## src/rtl/div_16bit_restoring_if.sv

```systemverilog
// Handshake and operand/result bundle for the sequential restoring divider.
interface div_16bit_restoring_if #(
  parameter int unsigned DATA_WIDTH = 16
);
  logic                  i_start;
  logic [DATA_WIDTH-1:0] i_num_a;
  logic [DATA_WIDTH-1:0] i_num_b;
  logic                  o_busy;
  logic                  o_end;
  logic [DATA_WIDTH-1:0] o_quo;
  logic [DATA_WIDTH-1:0] o_rem;
  logic                  o_err;

  modport master (
    output i_start, i_num_a, i_num_b,
    input  o_busy, o_end, o_quo, o_rem, o_err
  );

  modport slave (
    input  i_start, i_num_a, i_num_b,
    output o_busy, o_end, o_quo, o_rem, o_err
  );
endinterface

```

## src/rtl/div_16bit_restoring.sv

```systemverilog
// Sequential restoring divider: one quotient bit per clock, pulses o_end with quotient/remainder.
// Define DIV_16BIT_SIGNED_EN for two's-complement operands (truncating toward zero).
module div_16bit_restoring #(
  parameter int unsigned DATA_WIDTH = 16
) (
  input logic                  i_clk,
  input logic                  i_rst,
  div_16bit_restoring_if.slave bus
);

  localparam int unsigned CNT_W = $clog2(DATA_WIDTH + 1);

  localparam logic [1:0] IDLE = 2'd0;
  localparam logic [1:0] CALC = 2'd1;
  localparam logic [1:0] DONE = 2'd2;

  logic [1:0]            state,   state_nxt;
  logic [CNT_W-1:0]      cnt,     cnt_nxt;
  logic [DATA_WIDTH-1:0] rem_q,   rem_nxt;
  logic [DATA_WIDTH-1:0] quo_q,   quo_nxt;
  logic [DATA_WIDTH-1:0] dvs_q,   dvs_nxt;
  logic                  busy_r,  busy_nxt;
  logic                  end_r,   end_nxt;
  logic                  err_r,   err_nxt;
  logic [DATA_WIDTH-1:0] quo_r,   quo_r_nxt;
  logic [DATA_WIDTH-1:0] rem_r,   rem_r_nxt;

  logic [DATA_WIDTH-1:0] a_mag, b_mag;
  logic [DATA_WIDTH:0]   r_shift;
  logic                  r_ge;
  logic [DATA_WIDTH-1:0] r_iter, q_iter;
  logic [DATA_WIDTH-1:0] quo_fix, rem_fix;

  // One restoring step: shift in the next dividend bit, subtract if it fits.
  assign r_shift = {rem_q, quo_q[DATA_WIDTH-1]};
  assign r_ge    = (r_shift >= {1'b0, dvs_q});
  assign r_iter  = r_ge ? DATA_WIDTH'(r_shift - {1'b0, dvs_q}) : r_shift[DATA_WIDTH-1:0];
  assign q_iter  = {quo_q[DATA_WIDTH-2:0], r_ge};

`ifdef DIV_16BIT_SIGNED_EN
  logic sq_q, sq_nxt;
  logic sr_q, sr_nxt;

  assign a_mag   = bus.i_num_a[DATA_WIDTH-1] ? ({DATA_WIDTH{1'b0}} - bus.i_num_a) : bus.i_num_a;
  assign b_mag   = bus.i_num_b[DATA_WIDTH-1] ? ({DATA_WIDTH{1'b0}} - bus.i_num_b) : bus.i_num_b;
  assign quo_fix = sq_q ? ({DATA_WIDTH{1'b0}} - q_iter) : q_iter;
  assign rem_fix = sr_q ? ({DATA_WIDTH{1'b0}} - r_iter) : r_iter;
`else
  assign a_mag   = bus.i_num_a;
  assign b_mag   = bus.i_num_b;
  assign quo_fix = q_iter;
  assign rem_fix = r_iter;
`endif

  always_comb begin
    state_nxt = state;
    cnt_nxt   = cnt;
    rem_nxt   = rem_q;
    quo_nxt   = quo_q;
    dvs_nxt   = dvs_q;
    busy_nxt  = busy_r;
    end_nxt   = 1'b0;
    err_nxt   = err_r;
    quo_r_nxt = quo_r;
    rem_r_nxt = rem_r;
`ifdef DIV_16BIT_SIGNED_EN
    sq_nxt    = sq_q;
    sr_nxt    = sr_q;
`endif
    case (state)
      IDLE: begin
        if (bus.i_start) begin
          quo_nxt  = a_mag;
          dvs_nxt  = b_mag;
          rem_nxt  = '0;
          cnt_nxt  = '0;
          busy_nxt = 1'b1;
`ifdef DIV_16BIT_SIGNED_EN
          sq_nxt   = bus.i_num_a[DATA_WIDTH-1] ^ bus.i_num_b[DATA_WIDTH-1];
          sr_nxt   = bus.i_num_a[DATA_WIDTH-1];
`endif
          // Divide-by-zero skips iteration and reports immediately.
          if (bus.i_num_b == '0) begin
            state_nxt = DONE;
            end_nxt   = 1'b1;
            err_nxt   = 1'b1;
            quo_r_nxt = '1;
            rem_r_nxt = bus.i_num_a;
          end else begin
            state_nxt = CALC;
          end
        end
      end
      CALC: begin
        rem_nxt = r_iter;
        quo_nxt = q_iter;
        cnt_nxt = cnt + CNT_W'(1);
        if (cnt == CNT_W'(DATA_WIDTH - 1)) begin
          state_nxt = DONE;
          end_nxt   = 1'b1;
          err_nxt   = 1'b0;
          quo_r_nxt = quo_fix;
          rem_r_nxt = rem_fix;
        end
      end
      DONE: begin
        state_nxt = IDLE;
        busy_nxt  = 1'b0;
      end
      default: begin
        state_nxt = IDLE;
        busy_nxt  = 1'b0;
      end
    endcase
  end

  always_ff @(posedge i_clk or posedge i_rst) begin
    if (i_rst) begin
      state  <= IDLE;
      cnt    <= '0;
      rem_q  <= '0;
      quo_q  <= '0;
      dvs_q  <= '0;
      busy_r <= 1'b0;
      end_r  <= 1'b0;
      err_r  <= 1'b0;
      quo_r  <= '0;
      rem_r  <= '0;
`ifdef DIV_16BIT_SIGNED_EN
      sq_q   <= 1'b0;
      sr_q   <= 1'b0;
`endif
    end else begin
      state  <= state_nxt;
      cnt    <= cnt_nxt;
      rem_q  <= rem_nxt;
      quo_q  <= quo_nxt;
      dvs_q  <= dvs_nxt;
      busy_r <= busy_nxt;
      end_r  <= end_nxt;
      err_r  <= err_nxt;
      quo_r  <= quo_r_nxt;
      rem_r  <= rem_r_nxt;
`ifdef DIV_16BIT_SIGNED_EN
      sq_q   <= sq_nxt;
      sr_q   <= sr_nxt;
`endif
    end
  end

  assign bus.o_busy = busy_r;
  assign bus.o_end  = end_r;
  assign bus.o_err  = err_r;
  assign bus.o_quo  = quo_r;
  assign bus.o_rem  = rem_r;

endmodule

```

## src/flat_wrapper.sv

```systemverilog
// flat-port wrapper written by rule: the top's interface ports become plain ports
module div_16bit_restoring_flat 
#(
  parameter int unsigned DATA_WIDTH = 16
)
  (i_clk, i_rst, bus_i_start, bus_i_num_a, bus_i_num_b, bus_o_busy, bus_o_end, bus_o_quo, bus_o_rem, bus_o_err);
  div_16bit_restoring_if #(.DATA_WIDTH(DATA_WIDTH)) bus_i ();
  input logic i_clk;
  input logic i_rst;
  input wire logic [$bits(bus_i.i_start)-1:0] bus_i_start;
  input wire logic [$bits(bus_i.i_num_a)-1:0] bus_i_num_a;
  input wire logic [$bits(bus_i.i_num_b)-1:0] bus_i_num_b;
  output wire logic [$bits(bus_i.o_busy)-1:0] bus_o_busy;
  output wire logic [$bits(bus_i.o_end)-1:0] bus_o_end;
  output wire logic [$bits(bus_i.o_quo)-1:0] bus_o_quo;
  output wire logic [$bits(bus_i.o_rem)-1:0] bus_o_rem;
  output wire logic [$bits(bus_i.o_err)-1:0] bus_o_err;
  assign bus_i.i_start = bus_i_start;
  assign bus_i.i_num_a = bus_i_num_a;
  assign bus_i.i_num_b = bus_i_num_b;
  assign bus_o_busy = bus_i.o_busy;
  assign bus_o_end = bus_i.o_end;
  assign bus_o_quo = bus_i.o_quo;
  assign bus_o_rem = bus_i.o_rem;
  assign bus_o_err = bus_i.o_err;
  div_16bit_restoring #(.DATA_WIDTH(DATA_WIDTH)) u_core (.i_clk(i_clk), .i_rst(i_rst), .bus(bus_i));
endmodule
```

## config.mk

```make
export PLATFORM = sky130hd
export DESIGN_NAME = div_16bit_restoring_flat
export DESIGN_NICKNAME = d
export VERILOG_FILES = /design/src/rtl/div_16bit_restoring_if.sv /design/src/rtl/div_16bit_restoring.sv /design/src/flat_wrapper.sv
export SDC_FILE = /design/constraint.sdc
export NUM_CORES = 1
export LEC_CHECK = 0
export BUFFER_PORTS_ARGS = -buffer_cell sky130_fd_sc_hd__buf_2
export CAP_MARGIN = 20
export CORE_MARGIN = 3
export CORE_UTILIZATION = 61
export DETAILED_ROUTE_END_ITERATION = 10
export GPL_ROUTABILITY_DRIVEN = 0
export PLACE_DENSITY = 0.91
export SYNTH_ARGS = -nofsm -noshare
export SYNTH_HDL_FRONTEND = slang
export SYNTH_SLANG_ARGS = --single-unit
```

## constraint.sdc

```tcl
create_clock -name i_clk -period 7.9 [get_ports i_clk]
set_clock_uncertainty 0.1 [all_clocks]
set_input_delay 1.58 -clock i_clk [delete_from_list [all_inputs] [get_ports i_clk]]
set_output_delay 1.58 -clock i_clk [all_outputs]
set_load 0.01 [all_outputs]
```

# Yosys cells after proc, flatten, opt, wreduce, memory -nomap -nowiden
# Index checks and enable logic that the tools add are counted.
[word_totals]
ff_bits = 90
input_bits = 35
output_inout_bits = 35
[classes]
add_sub_neg = 2
n_lt_le_gt_ge = 1
eq_ne = 5
n_mux = 29
bitwise = 1
reduce_logical = 8
[op_table]
columns = ["op", "count"]
rows = [
  ["two-way mux 16 bit", 9],
  ["one-hot mux 16 bit (2 select lines)", 4],
  [">= comparator 17 x 16 -> 1 bit", 1],
  ["zero test 16 bit", 1],
  ["subtractor 16 bit", 1],
  ["one-hot mux 5 bit (2 select lines)", 1],
  ["AND reduction 2 bit", 4],
  ["two-way mux 1 bit", 7],
  ["two-way mux 2 bit", 3],
  ["one-hot mux 1 bit (2 select lines)", 3],
  ["adder 5 x 1 -> 5 bit, second input constant", 1],
  ["== test 5 x 4 -> 1 bit, second input constant", 1],
  ["two-way mux 5 bit", 1],
  ["inequality test 2 x 1 -> 1 bit, second input constant", 2],
  ["one-hot mux 2 bit (2 select lines)", 1],
  ["AND reduction 4 bit", 1],
  ["== test 2 x 1 -> 1 bit, second input constant", 1],
  ["zero test 2 bit", 1],
  ["inequality test 2 bit, second input constant", 1],
  ["nonzero test 2 bit", 1],
  ["inverter 1 bit", 1],
]

# Longest topological paths before layout
# Gate-level depths: netlist (run 1).
[logic_depth]
word_depth = 4
ltp_mapped = 11
ltp_nobuf = 11

# Worst setup path before layout (run 1)
# OpenSTA, ideal clock, no wires.
[synth_path]
path_type = "input to register"
from = "in bus_i_num_b[3]"
to = "reg u_core.rem_r[0], in the netlist u_core.bus.o_rem[0]"
setup_ns = 0.141
arrival_ns = 2.758
t_required_ns = 7.659
slack_ns = 4.901
cell_stages = 6
n_path_buf = 2
cell_sequence = "nor4_1 nand4_1 o21ai_0 buf_2 clkbuf_1 a31oi_1"
[synth_between]
elab_chain_cells = 3
[synth_lines]
columns = ["item", "line", "rtl"]
rows = [
  ["start: declaration", "flat_wrapper.sv:12", "input wire logic [$bits(bus_i.i_num_b)-1:0] bus_i_num_b;"],
  ["zero test 16 bit", "div_16bit_restoring.sv:83", "if (bus.i_num_b == '0) begin"],
  ["inequality test 2 x 1 -> 1 bit (no line)", "n/a", ""],
  ["AND reduction 4 bit (no line)", "n/a", ""],
  ["end signal: assignment", "div_16bit_restoring.sv:143", "rem_r <= rem_r_nxt;"],
  ["end: declaration", "div_16bit_restoring.sv:26", "logic [DATA_WIDTH-1:0] rem_r, rem_r_nxt;"],
]
# Every way passes these cells.
# A chain may end at the register's enable or synchronous reset.

# Worst setup path after layout (run 1)
[layout_path]
from = "in bus_i_num_b[3]"
to = "reg u_core.rem_r[11], in the netlist u_core.bus.o_rem[11]"
# Same word-level chain as after synthesis.

==> results of run 1 <==
stage by stage:
step	power [mW]	hold slack, ns	std cells
2_1_floorplan	1.983	0.3652	514
3_3_place_gp	2.240	0.3859	660
3_5_place_dp	2.326	0.3916	660
4_1_cts	2.646	0.4119	676
5_1_grt	2.884	0.4508	677
6_report	2.669	0.4153	677
power groups by stage:
stage,logic [mW],registers [mW],clock network [mW]
global route,1.72,0.837,0.328
floorplan,1.16,0.821,0
finish,1.54,0.814,0.311
global placement,1.43,0.810,0
CTS,1.52,0.810,0.312
detailed placement,1.51,0.818,0
cell families (layout without fill, tap and decap cells):
family	after synthesis	in the layout	synth area share
buf+inv	51	115	0.04972
simple gates	210	210	0.1943
flops	90	90	0.4837
xor+xnor	12	12	0.02257
mux	1	1	0.002419
compound gates	131	131	0.1946
fa+ha+maj	19	19	0.05268
sequential cells by signal, summed over array words and instances, names as in the netlist:
| signal | flops |
|---|---|
| u_core.bus.o_busy | 1 |
| u_core.bus.o_end | 1 |
| u_core.bus.o_err | 1 |
| u_core.bus.o_quo | 16 |
| u_core.bus.o_rem | 16 |
| u_core.cnt | 5 |
| u_core.dvs_q | 16 |
| u_core.quo_q | 16 |
| u_core.rem_q | 16 |
| u_core.state | 2 |
worst max-delay path by stage:
stage | cells after the start | from | end | slack, ns
3_3_place_gp | 7 | bus_i_num_b[3] | u_core.bus.o_rem[11]$_DFFE_PP0P_ | 4.31
2_1_floorplan | 1 | i_rst | u_core.bus.o_busy$_DFFE_PP0P_ | 3.88
3_5_place_dp | 7 | bus_i_num_b[3] | u_core.bus.o_rem[11]$_DFFE_PP0P_ | 4.19
4_1_cts | 7 | bus_i_num_b[3] | u_core.bus.o_rem[11]$_DFFE_PP0P_ | 4.59
6_report | 7 | bus_i_num_b[3] | u_core.bus.o_rem[11]$_DFFE_PP0P_ | 4.53
5_1_grt | 7 | bus_i_num_b[3] | u_core.bus.o_rem[11]$_DFFE_PP0P_ | 4.40
worst max-delay path: cells and delay by family:
family / cells / cell delay, ns
buffers and inverters: 2 / 0.63
AND/OR/NAND/NOR: 3 / 0.93
AO/OA/AOI/OAI: 2 / 0.40
routing by layer:
metal  wire (um)  track usage  part of all wire  up-vias
met1        4349       0.3328              0.39     1973
met2        5922       0.4646              0.53      142
met3         532      0.05551             0.047       47
li1            -            -                 -     1894
met5           0            0                 0        -
met4         458       0.1380             0.041        0
area by class of cell:
class,instances,area [um2]
Sequential cell,90,2252
Multi-Input combinational cell,373,2186
Fill cell,512,2074
Timing Repair Buffer,75,410.4
Clock buffer,9,123.9
Tap cell,99,123.9
Inverter,24,91.34
Clock inverter,7,68.82
cells in the final DEF (no fill, tap or decap), types with 7 or more instances in the layout:
cell type,count
nand2_1,95
dfrtp_1,90
nor2_1,76
buf_2,69
a31oi_1,31
a21oi_1,28
o21ai_0,26
inv_1,23
ha_1,18
a22oi_2,10
clkbuf_8,9
nand3_1,8
xnor2_1,7
==> out/summary.md, run 1 <==
The first global-routing pass estimated 18.67 mm of wire. No sink is reached through more buffers than the 2 on the longest clock path. For the worst-skew pair, the clock arrives at the later sink with an insertion delay of 0.38 ns. By count the netlist is led by 95 x nand2_1, 90 x dfrtp_1, 77 x nor2_1. Along the worst hold path, the cell count comes to 2. After clock tree synthesis, the clock-pin slew on the worst setup and hold paths is 0.09 ns.

For this run, design rule violations remaining after detail routing come to 0. The run gives 0.579 as the power share of the combinational group. Prevailing post-synth register cell: dfrtp_1. For this design, the slowest cell found on the critical path is buf_4. The worst-margin pin slew is 1.033 ns, and the standby leakage power is 2.413 nW. The flow ran to the end, and the final reports show no timing, DRC or antenna violations.

The share of cells above drive strength 1 was 0.2076. The endpoint of the worst hold path was u_core.bus.o_err$_DFFE_PP0P_. Subtracting the final worst setup slack from the clock period gives 3.369 ns. The switching share of power was 0.4797; the area of placed instances was 5036 um2.

Counting every net in the synthesized netlist gives 568. The worst-case IR drop observed on VDD is 248.0 uV. The maximum clock rate is 296.8 MHz, and the overall fraction of global-route tracks in use is 0.2746. The global route total overflow is 0. The number of buffers added for setup after CTS came out at 0. Summed over all failing endpoints, the final setup total negative slack is 0 ns.

The fraction of power consumed by the clock network was 0.117; the register-to-register setup slack was 4.93 ns. The starting utilization of the core area was 0.6351. In this run the worst hold path is classified as reg2reg. The tools report the launching point of the worst reg2reg path as u_core.quo_q[15]$_DFFE_PP0P_. Max-slew violation total from the final report: 0. STA classifies the critical path startpoint as an input pin. Entering global routing, the biggest net connects 91 pins. Measured along the y axis, the die boundary spans 93.37 um.

The die covers 8717 um2. TritonCTS built the clock tree. In this run, CTS created clock tree buffers numbering 9.

The hold violation total from the final report was 0; the average instance area after synthesis was 9.058 um2. The net count of the finished layout is 627. The reported net switching power is 1.281 mW, and the core region area is 7331 um2. The number of different library cells used by synthesis comes to 57.

Arrival time at the worst endpoint: 3.54 ns. The critical path in this run is classified as in2reg. The antenna diode count was 0; the number of enable-type register cells in the synthesized netlist was 0.

The tools report the sequential cell area fraction in the yosys report as 0.4837. For the worst setup path, the data required time is 8.07 ns. The initial antenna violation count was 0.

Detailed placement finished with a half-perimeter wire length of 8.014 mm. For the count of maximum capacitance violations, the log shows 0. Summed over all layers, the routed wires come to 11.26 mm.

Using the TritonRoute via totals, the vias-per-cell ratio works out to 5.991. Power spread over the standard cell area amounts to 507.8 nW/um2. Relative to the synthesized area, the layout overhead comes to 12.90%. Number of clock sinks: 90. Setup violations remaining at the end of the flow were counted as 0.

The post-layout utilization of the core is 0.7170, and the number of levels the H-tree was split into is 3. In the final routed layout, each cell accounts on average for 16.64 um. The tools report the internal power contribution as 1.389 mW. In this run the remaining antenna-violating nets after routing total 0. The tools report the endpoint class of the critical path as a flop. For the post-synthesis instance total, the log shows 514.

In this run the critical register-to-register path is captured at u_core.bus.o_rem[14]$_DFFE_PP0P_. Final cycle utilization of the critical path: 0.4265. Ranked by total cell area, the synthesized netlist is headed by dfrtp_1 48%, nand2_1 7.7%, nor2_1 6.2%, ha_1 4.8%, a31oi_1 4.2%.

The critical path goes through buf_2 > nor4_1 > nand4_1 > o21ai_4 > buf_4 > nand2_1 > o22a_1. The run gives 0 as the post-cts resize count. The leading cell type by number of instances after synthesis is nand2_1. The worst register-to-register path has a depth of 11. In this run, post-CTS hold repair placed 0 buffers. Number of buffers added on ports: 69. Setup slack on the critical path of the routed design comes to 4.531 ns. The detailed router finished its first iteration with 296 violations. The first-pass iteration count of the detailed router was 7; the largest fanout on the critical path was 65. 70 I/O pins were placed. The via count of the first global-routing pass was 4004; the proportion of register bits with asynchronous set or reset after synthesis was 1.000. Prior to clock tree synthesis, the placed netlist has a worst setup slack of 4.194 ns. The run gives 5256 um2 as the final instance area. The run gives 0.3114 as the relative slew slack. Setup repair after global routing left no endpoint under its margin. The synthesized netlist occupies a cell area of 4656 um2.

The top-area cell type share of the netlist area works out to 0.4837. For the total vias in the final route, the log shows 4056. The share of total power in sequential cells is 0.305. The cell type contributing the most total cell area after synthesis was dfrtp_1. The tree is rooted in a clkbuf_8. Yosys printed 0 warnings.

The die is 93.37 um wide. The synthesized flop and latch total is 90. The floorplan has 31 rows. The biggest cell delay along the critical path is 0.52 ns. In this run the most critical hold path is launched from u_core.bus.o_err$_DFFE_PP0P_.
Power figures use the tool's default switching activity.
==> run 2, diff against run 1 <==
--- a/config.mk
+++ b/config.mk
@@ -8,10 +8,10 @@
 export BUFFER_PORTS_ARGS = -buffer_cell sky130_fd_sc_hd__buf_2
 export CAP_MARGIN = 20
 export CORE_MARGIN = 3
-export CORE_UTILIZATION = 61
+export CORE_UTILIZATION = 52
 export DETAILED_ROUTE_END_ITERATION = 10
 export GPL_ROUTABILITY_DRIVEN = 0
-export PLACE_DENSITY = 0.91
+export PLACE_DENSITY = 0.83
 export SYNTH_ARGS = -nofsm -noshare
 export SYNTH_HDL_FRONTEND = slang
 export SYNTH_SLANG_ARGS = --single-unit
==> constraint.sdc (replaced) <==
create_clock -name i_clk -period 3.08 [get_ports i_clk]
set_clock_uncertainty 0.1 [all_clocks]
set_input_delay 0.616 -clock i_clk [delete_from_list [all_inputs] [get_ports i_clk]]
set_output_delay 0.616 -clock i_clk [all_outputs]
set_load 0.01 [all_outputs]
==> out/summary.md, run 2 (synthesis results as in run 1) <==
The run finished with clean final reports. Largest vdd supply drop: 569.0 uV (was 248.0 uV). Final cycle utilization of the critical path: 0.9337.

The total vias in the final route is 4008 (was 4056). The number of fillers in the final layout is 685 (was 512), and the maximum number of pins on one net before global-route repair is 91 (unchanged). The logs give 3 (unchanged) for the number of levels the H-tree was split into and 0.2327 (was 0.2746) for the overall fraction of global-route tracks in use. The y dimension of the die is 100.6 um (was 93.37 um), and the half-perimeter wire length after placement is 8.208 mm (was 8.014 mm).

The relative slew slack is 0.4012 (was 0.3114). Static timing analysis puts the maximum clock frequency at 347.7 MHz. The depth of the worst register-to-register path is 11 (unchanged).

The width of the die is 100.6 um (was 93.37 um). The run gives 0.2182 ns (was 0.4153 ns) as the worst hold margin. The share of cells above drive strength 1 was 0.2131 (was 0.2076). The detail-routed via count per cell is 5.834 (was 5.991). The count of unresolved DRC violations after routing is 0 (unchanged).

End of the worst register-to-register path: u_core.bus.o_rem[14]$_DFFE_PP0P_ (unchanged). Combined buffer and inverter count along the critical path: 2 (unchanged). The tools report the starting utilization of the core area as 0.5500 (was 0.6351). First-iteration detailed-routing DRC count: 262 (was 296). The run gives 0 (unchanged) as the hold violation total from the final report. The first-pass iteration count of the detailed router came out at 5 (was 7).

For the data required time at the worst endpoint, the log shows 3.21 ns (was 8.07 ns). Kind of cell adding the most delay to the critical path: compound AO/OA/AOI/OAI gates (was simple AND/OR/NAND/NOR gates). The core region area is 8464 um2 (was 7331 um2), and the synthesis-to-finish area growth is 14.03% (was 12.90%).

Setup repair after global routing left no endpoint under its margin. The row count is 33 (was 31), and the hold-fix buffer count after cts is 0 (unchanged). The power per cell area is 1309 nW/um2 (was 507.8 nW/um2), and the final setup violation count is 0 (unchanged). Counting stages on the worst path, the most repeated cell is inv_1.

The number of buffers added on ports is 69 (unchanged). Cells traversed along the worst timing path: inv_1 > ha_1 > inv_1 > fa_1 > a21o_1 > a221oi_4 > a211oi_1 > o21a_1 > nor3_1 > nand3b_2 > a41oi_2 (was buf_2 > nor4_1 > nand4_1 > o21ai_4 > buf_4 > nand2_1 > o22a_1). The post-layout utilization of the core was 0.6272 (was 0.7170). The antenna diode count came out at 0 (unchanged).

The largest fanout on the critical path was 4 (was 65). The worst-path cell with the longest stage delay is dfrtp_1 (was buf_4). The number of I/O pins came out at 70 (unchanged). Standby leakage power: 2.440 nW (was 2.413 nW). The root buffer cell is clkbuf_8 (unchanged). Max-slew violation total from the final report: 0 (unchanged). The later-pin clock latency in the skew report was 0.38 ns (about the same). The commonest non-fill, non-tap cell in the layout is nand2_1 (unchanged).

TritonCTS built the clock tree. The initial antenna violation count was 0 (unchanged). The count of maximum capacitance violations was 0 (unchanged).

The endpoint class of the critical path is a flop (unchanged). Classification of the worst-slack hold path: in2async (was reg2reg). The worst-margin pin slew came out at 0.8982 ns (was 1.033 ns). The number of clock sinks was 90 (unchanged); the clock slew at the register clock pins of the worst setup and hold paths was 0.11 ns (was 0.09 ns).

The global route total overflow was 0 (unchanged); the routed length per placed instance was 16.52 um (was 16.64 um). Highest-count cells in the layout ignoring fill and taps: 95 x nand2_1, 90 x dfrtp_1, 76 x nor2_1 (unchanged). The wire length of the first global-routing pass was 18.53 mm (was 18.67 mm); the via count of the first global-routing pass was 3977 (was 4004). For the total clock buffers created by CTS, the log shows 9 (unchanged). For the maximum clock insertion buffer count, the log shows 2 (unchanged).

The die footprint is 10120 um2 (was 8717 um2). For the total negative setup slack, the log shows 0 ns (unchanged). The class of the most critical setup path is reg2reg (was in2reg).

The launching point of the worst reg2reg path was u_core.quo_q[15]$_DFFE_PP0P_ (unchanged). The arrival time at the worst endpoint was 3.00 ns (was 3.54 ns); the register-to-register setup slack was 0.20 ns (was 4.93 ns). The type of element launching the critical path is a flop (was an input pin). The final critical path time including I/O delays and setup is 2.876 ns, and the net total in the final layout is 631 (was 627). The biggest cell delay along the critical path is 0.41 ns (was 0.52 ns), and the number of routed nets with antenna violations is 0 (unchanged). The total routed wirelength came out at 11.35 mm (was 11.26 mm).
[run 2: area by class of cell]
class                           count  area [um2]  share of cell area
Clock buffer                       10       137.6             0.02593
Clock inverter                      6       53.80             0.01013
Inverter                           24       91.34             0.01720
Multi-Input combinational cell    373        2197              0.4139
Sequential cell                    90        2252              0.4242
Tap cell                          105       131.4             0.02475
Timing Repair Buffer               79       445.4             0.08390
[run 2: worst max-delay path by stage]
stage	start	end	cells past startpoint
after floorplan	i_rst	u_core.bus.o_busy$_DFFE_PP0P_	1
after global placement	u_core.quo_q[15]$_DFFE_PP0P_	u_core.bus.o_rem[14]$_DFFE_PP0P_	11
after detailed placement	u_core.quo_q[15]$_DFFE_PP0P_	u_core.bus.o_rem[14]$_DFFE_PP0P_	11
after CTS	u_core.quo_q[15]$_DFFE_PP0P_	u_core.bus.o_rem[14]$_DFFE_PP0P_	11
after global routing	u_core.quo_q[15]$_DFFE_PP0P_	u_core.bus.o_rem[14]$_DFFE_PP0P_	11
final	u_core.quo_q[15]$_DFFE_PP0P_	u_core.bus.o_rem[14]$_DFFE_PP0P_	11
[run 2: per-layer routing]
metal	vias to the layer above	global-route usage	part of all wire
li1	1902	-	-
met1	1906	0.2879	0.41
met2	166	0.4025	0.51
met3	34	0.04844	0.059
met4	0	0.08187	0.029
met5	-	0	0
[run 2: what timing repair did]
item | in CTS | in global routing
setup endpoints to repair | 0 | 1
resized for setup | 0 | 1
setup buffers | 0 | 0
[run 2: per-stage QoR]
stage / instances / power, mW / setup WS (ns) / instance area (um2)
2_1_floorplan: 514 / 5.085 / 0.02874 / 4656
3_3_place_gp: 671 / 5.860 / 0.4471 / 5106
3_5_place_dp: 671 / 6.053 / 0.2109 / 5106
4_1_cts: 687 / 6.883 / 0.1350 / 5298
5_1_grt: 687 / 7.456 / 0.08738 / 5309
6_report: 687 / 6.951 / 0.2041 / 5309
[run 2: where the power goes]
part           total [mW]  internal [mW]  switching [mW]
logic                4.07           1.59            2.49
clock network       0.802          0.333           0.469
registers            2.08           1.73           0.345
total                6.95           3.65            3.30
[run 2: worst min-delay path: stages]
cell	delay [ns]
buf_2	0.10
clkinv_2	0.05
buf_12	0.37
==> run 3, diff against run 2 <==
==> constraint.sdc (replaced) <==
create_clock -name i_clk -period 3.08 [get_ports i_clk]
set_clock_uncertainty 0.1 [all_clocks]
set_input_delay 0.154 -clock i_clk [delete_from_list [all_inputs] [get_ports i_clk]]
set_output_delay 0.154 -clock i_clk [all_outputs]
set_load 0.01 [all_outputs]
==> out/summary.md, run 3 (synthesis results as in run 1) <==
The run finished with clean final reports. Last element of the critical path: u_core.bus.o_rem[11]$_DFFE_PP0P_ (was u_core.bus.o_rem[14]$_DFFE_PP0P_). The standby leakage power came out at 2.565 nW (was 2.440 nW). The synthesis-to-finish area growth was 20.13% (was 14.03%). The share of cells above drive strength 1 came out at 0.2000 (was 0.2131).

The width of the die was 100.6 um (unchanged); the total negative setup slack was 0 ns (unchanged). The detail-routed via count per cell is 5.797 (was 5.834), and the final setup violation count is 0 (unchanged). The later-pin clock latency in the skew report was 0.37 ns (was 0.38 ns); the routed length per placed instance was 16.08 um (was 16.52 um). The die footprint came out at 10120 um2 (unchanged). The hold-fix buffer count after cts came out at 30 (was 0).

The worst-margin pin slew works out to 0.9081 ns (was 0.8982 ns). Endpoint class of the critical path: a flop (unchanged). The logs give 0 (unchanged) for the antenna diode count and 8464 um2 (unchanged) for the core region area.

The y dimension of the die came out at 100.6 um (unchanged). The maximum number of pins on one net before global-route repair was 83 (was 91). The initial antenna violation count came out at 0 (unchanged). The post-cts resize count was 0 (unchanged); the largest fanout on the critical path was 15 (was 4). The class of the most critical setup path was reg2reg (unchanged).

The number of routed nets with antenna violations is 0 (unchanged), and the starting utilization of the core area is 0.5500 (unchanged). The root buffer cell is clkbuf_8 (unchanged). The run gives 0.300 (was 0.299) as the share of total power in sequential cells. The total clock buffers created by CTS was 9 (unchanged). The number of buffers added for setup after CTS was 0 (unchanged). Setup repair after global routing left no endpoint under its margin. The number of I/O pins came out at 70 (unchanged). Beginning of the critical path: u_core.rem_q[14]$_DFFE_PP0P_ (was u_core.quo_q[15]$_DFFE_PP0P_).

The logs give 0 (unchanged) for the count of maximum capacitance violations and 3.252 mW (was 3.300 mW) for the reported net switching power. The hold violation total from the final report is 0 (unchanged), and the count of unresolved DRC violations after routing is 0 (unchanged). The wire length of the first global-routing pass is 19.25 mm (was 18.53 mm), and the number of buffers added on ports is 69 (unchanged). Internal power contribution: 3.689 mW (was 3.652 mW). Launching point of the worst reg2reg path: u_core.rem_q[14]$_DFFE_PP0P_ (was u_core.quo_q[15]$_DFFE_PP0P_). The relative slew slack is 0.3946 (was 0.4012), and the total vias in the final route is 4145 (was 4008).

The clock slew at the register clock pins of the worst setup and hold paths was 0.09 ns (was 0.11 ns). The tools report the end of the worst register-to-register path as u_core.bus.o_rem[11]$_DFFE_PP0P_ (was u_core.bus.o_rem[14]$_DFFE_PP0P_). The total routed wirelength is 11.50 mm (was 11.35 mm).

The run gives 0 (unchanged) as the global route total overflow. The via count of the first global-routing pass is 4009 (was 3977). The tools report the fraction of power consumed by the clock network as 0.125 (was 0.115).

The data required time at the worst endpoint was 3.29 ns (was 3.21 ns); the half-perimeter wire length after placement was 8.006 mm (was 8.208 mm). Highest-count cells in the layout ignoring fill and taps: 95 x nand2_1, 90 x dfrtp_1, 76 x nor2_1 (unchanged). The overall fraction of global-route tracks in use is 0.2402 (was 0.2327). The power share of the combinational group was 0.574 (was 0.586); the arrival time at the worst endpoint was 3.08 ns (was 3.00 ns). TritonCTS built the clock tree.

First-iteration detailed-routing DRC count: 271 (was 262). The max-slew violation total from the final report is 0 (unchanged), and the row count is 33 (unchanged). The classification of the worst-slack hold path was in2reg (was in2async). The first-pass iteration count of the detailed router was 5 (unchanged). The post-layout instance count excluding filler cells came out at 715 (was 687).

For the number of instances in the placed design, the log shows 669 (was 671). The largest vdd supply drop is 526.8 uV (was 569.0 uV), and the maximum clock insertion buffer count is 2 (unchanged). Type of element launching the critical path: a flop (unchanged).

The run gives 0.21 ns (was 0.20 ns) as the register-to-register setup slack. The tools report the number of clock sinks as 90 (unchanged). The power per cell area was 1241 nW/um2 (was 1309 nW/um2); the final critical path time including I/O delays and setup was 2.872 ns (was 2.876 ns). The maximum clock rate was 348.1 MHz (was 347.7 MHz). The net total in the final layout was 659 (was 631). The depth of the worst register-to-register path works out to 8 (was 11). The final cycle utilization of the critical path is 0.9326 (was 0.9337), and the switching share of power is 0.4685 (was 0.4747). Commonest non-fill, non-tap cell in the layout: nand2_1 (unchanged). The number of levels the H-tree was split into is 3 (unchanged).
## run 3: worst min-delay path by stage
stage	from	to	slack, ns	depth (start not counted)
floorplan	bus_i_num_b[10]	u_core.dvs_q[10]$_DFFE_PP0P_	0.17	2
global placement	i_rst	u_core.bus.o_quo[15]$_DFFE_PP0P_	-0.04	2
detailed placement	i_rst	u_core.bus.o_quo[15]$_DFFE_PP0P_	-0.04	2
CTS	bus_i_num_a[12]	u_core.bus.o_rem[12]$_DFFE_PP0P_	0.01	3
global route	bus_i_num_a[12]	u_core.quo_q[12]$_DFFE_PP0P_	0.01	3
finish	bus_i_num_a[12]	u_core.bus.o_rem[12]$_DFFE_PP0P_	0.007	3
## run 3: critical path, cell delays in order, from the launching register on
cell and delay, ns:
dfrtp_1 0.42, ha_1 0.44, nand4b_1 0.19, nor4_2 0.40, a211oi_1 0.16, and3_4 0.21
nor2_4 0.43, a32o_1 0.29, o22a_1 0.16
## run 3: power groups by stage
stage | registers [mW] | logic (mW) | clock network (mW)
5_1_grt | 2.14 | 4.41 | 0.930
4_1_cts | 2.07 | 3.94 | 0.878
6_report | 2.08 | 3.99 | 0.870
3_3_place_gp | 2.07 | 3.73 | 0
3_5_place_dp | 2.10 | 3.88 | 0
2_1_floorplan | 2.11 | 2.98 | 0
## run 3: area by class of cell
type                            count  area [um2]
Fill cell                         631        2872
Inverter                           24       91.34
Tap cell                          105       131.4
Clock inverter                      7       90.09
Clock buffer                        9       123.9
Sequential cell                    90        2252
Multi-Input combinational cell    373        2186
Timing Repair Buffer              107       718.2
## run 3: layer usage
metal,vias to the layer above,track usage,share of wire
li1,1959,-,-
met5,-,0,0
met3,34,0.03391,0.056
met1,1979,0.3103,0.42
met4,0,0.1088,0.030
met2,173,0.4010,0.50
## run 3: metrics by stage
step | instance area (um2) | setup WS (ns) | hold slack [ns] | total power [mW] | utilization
6_report | 5593 | 0.2076 | 0.006970 | 6.941 | 0.6608
2_1_floorplan | 4656 | 0.4907 | 0.1708 | 5.085 | -
3_3_place_gp | 5079 | 0.4617 | -0.04312 | 5.801 | 0.6000
3_5_place_dp | 5079 | 0.3049 | -0.04073 | 5.972 | 0.6000
4_1_cts | 5593 | 0.2845 | 0.01079 | 6.891 | 0.6608
5_1_grt | 5593 | 0.1056 | 0.01294 | 7.480 | 0.6608
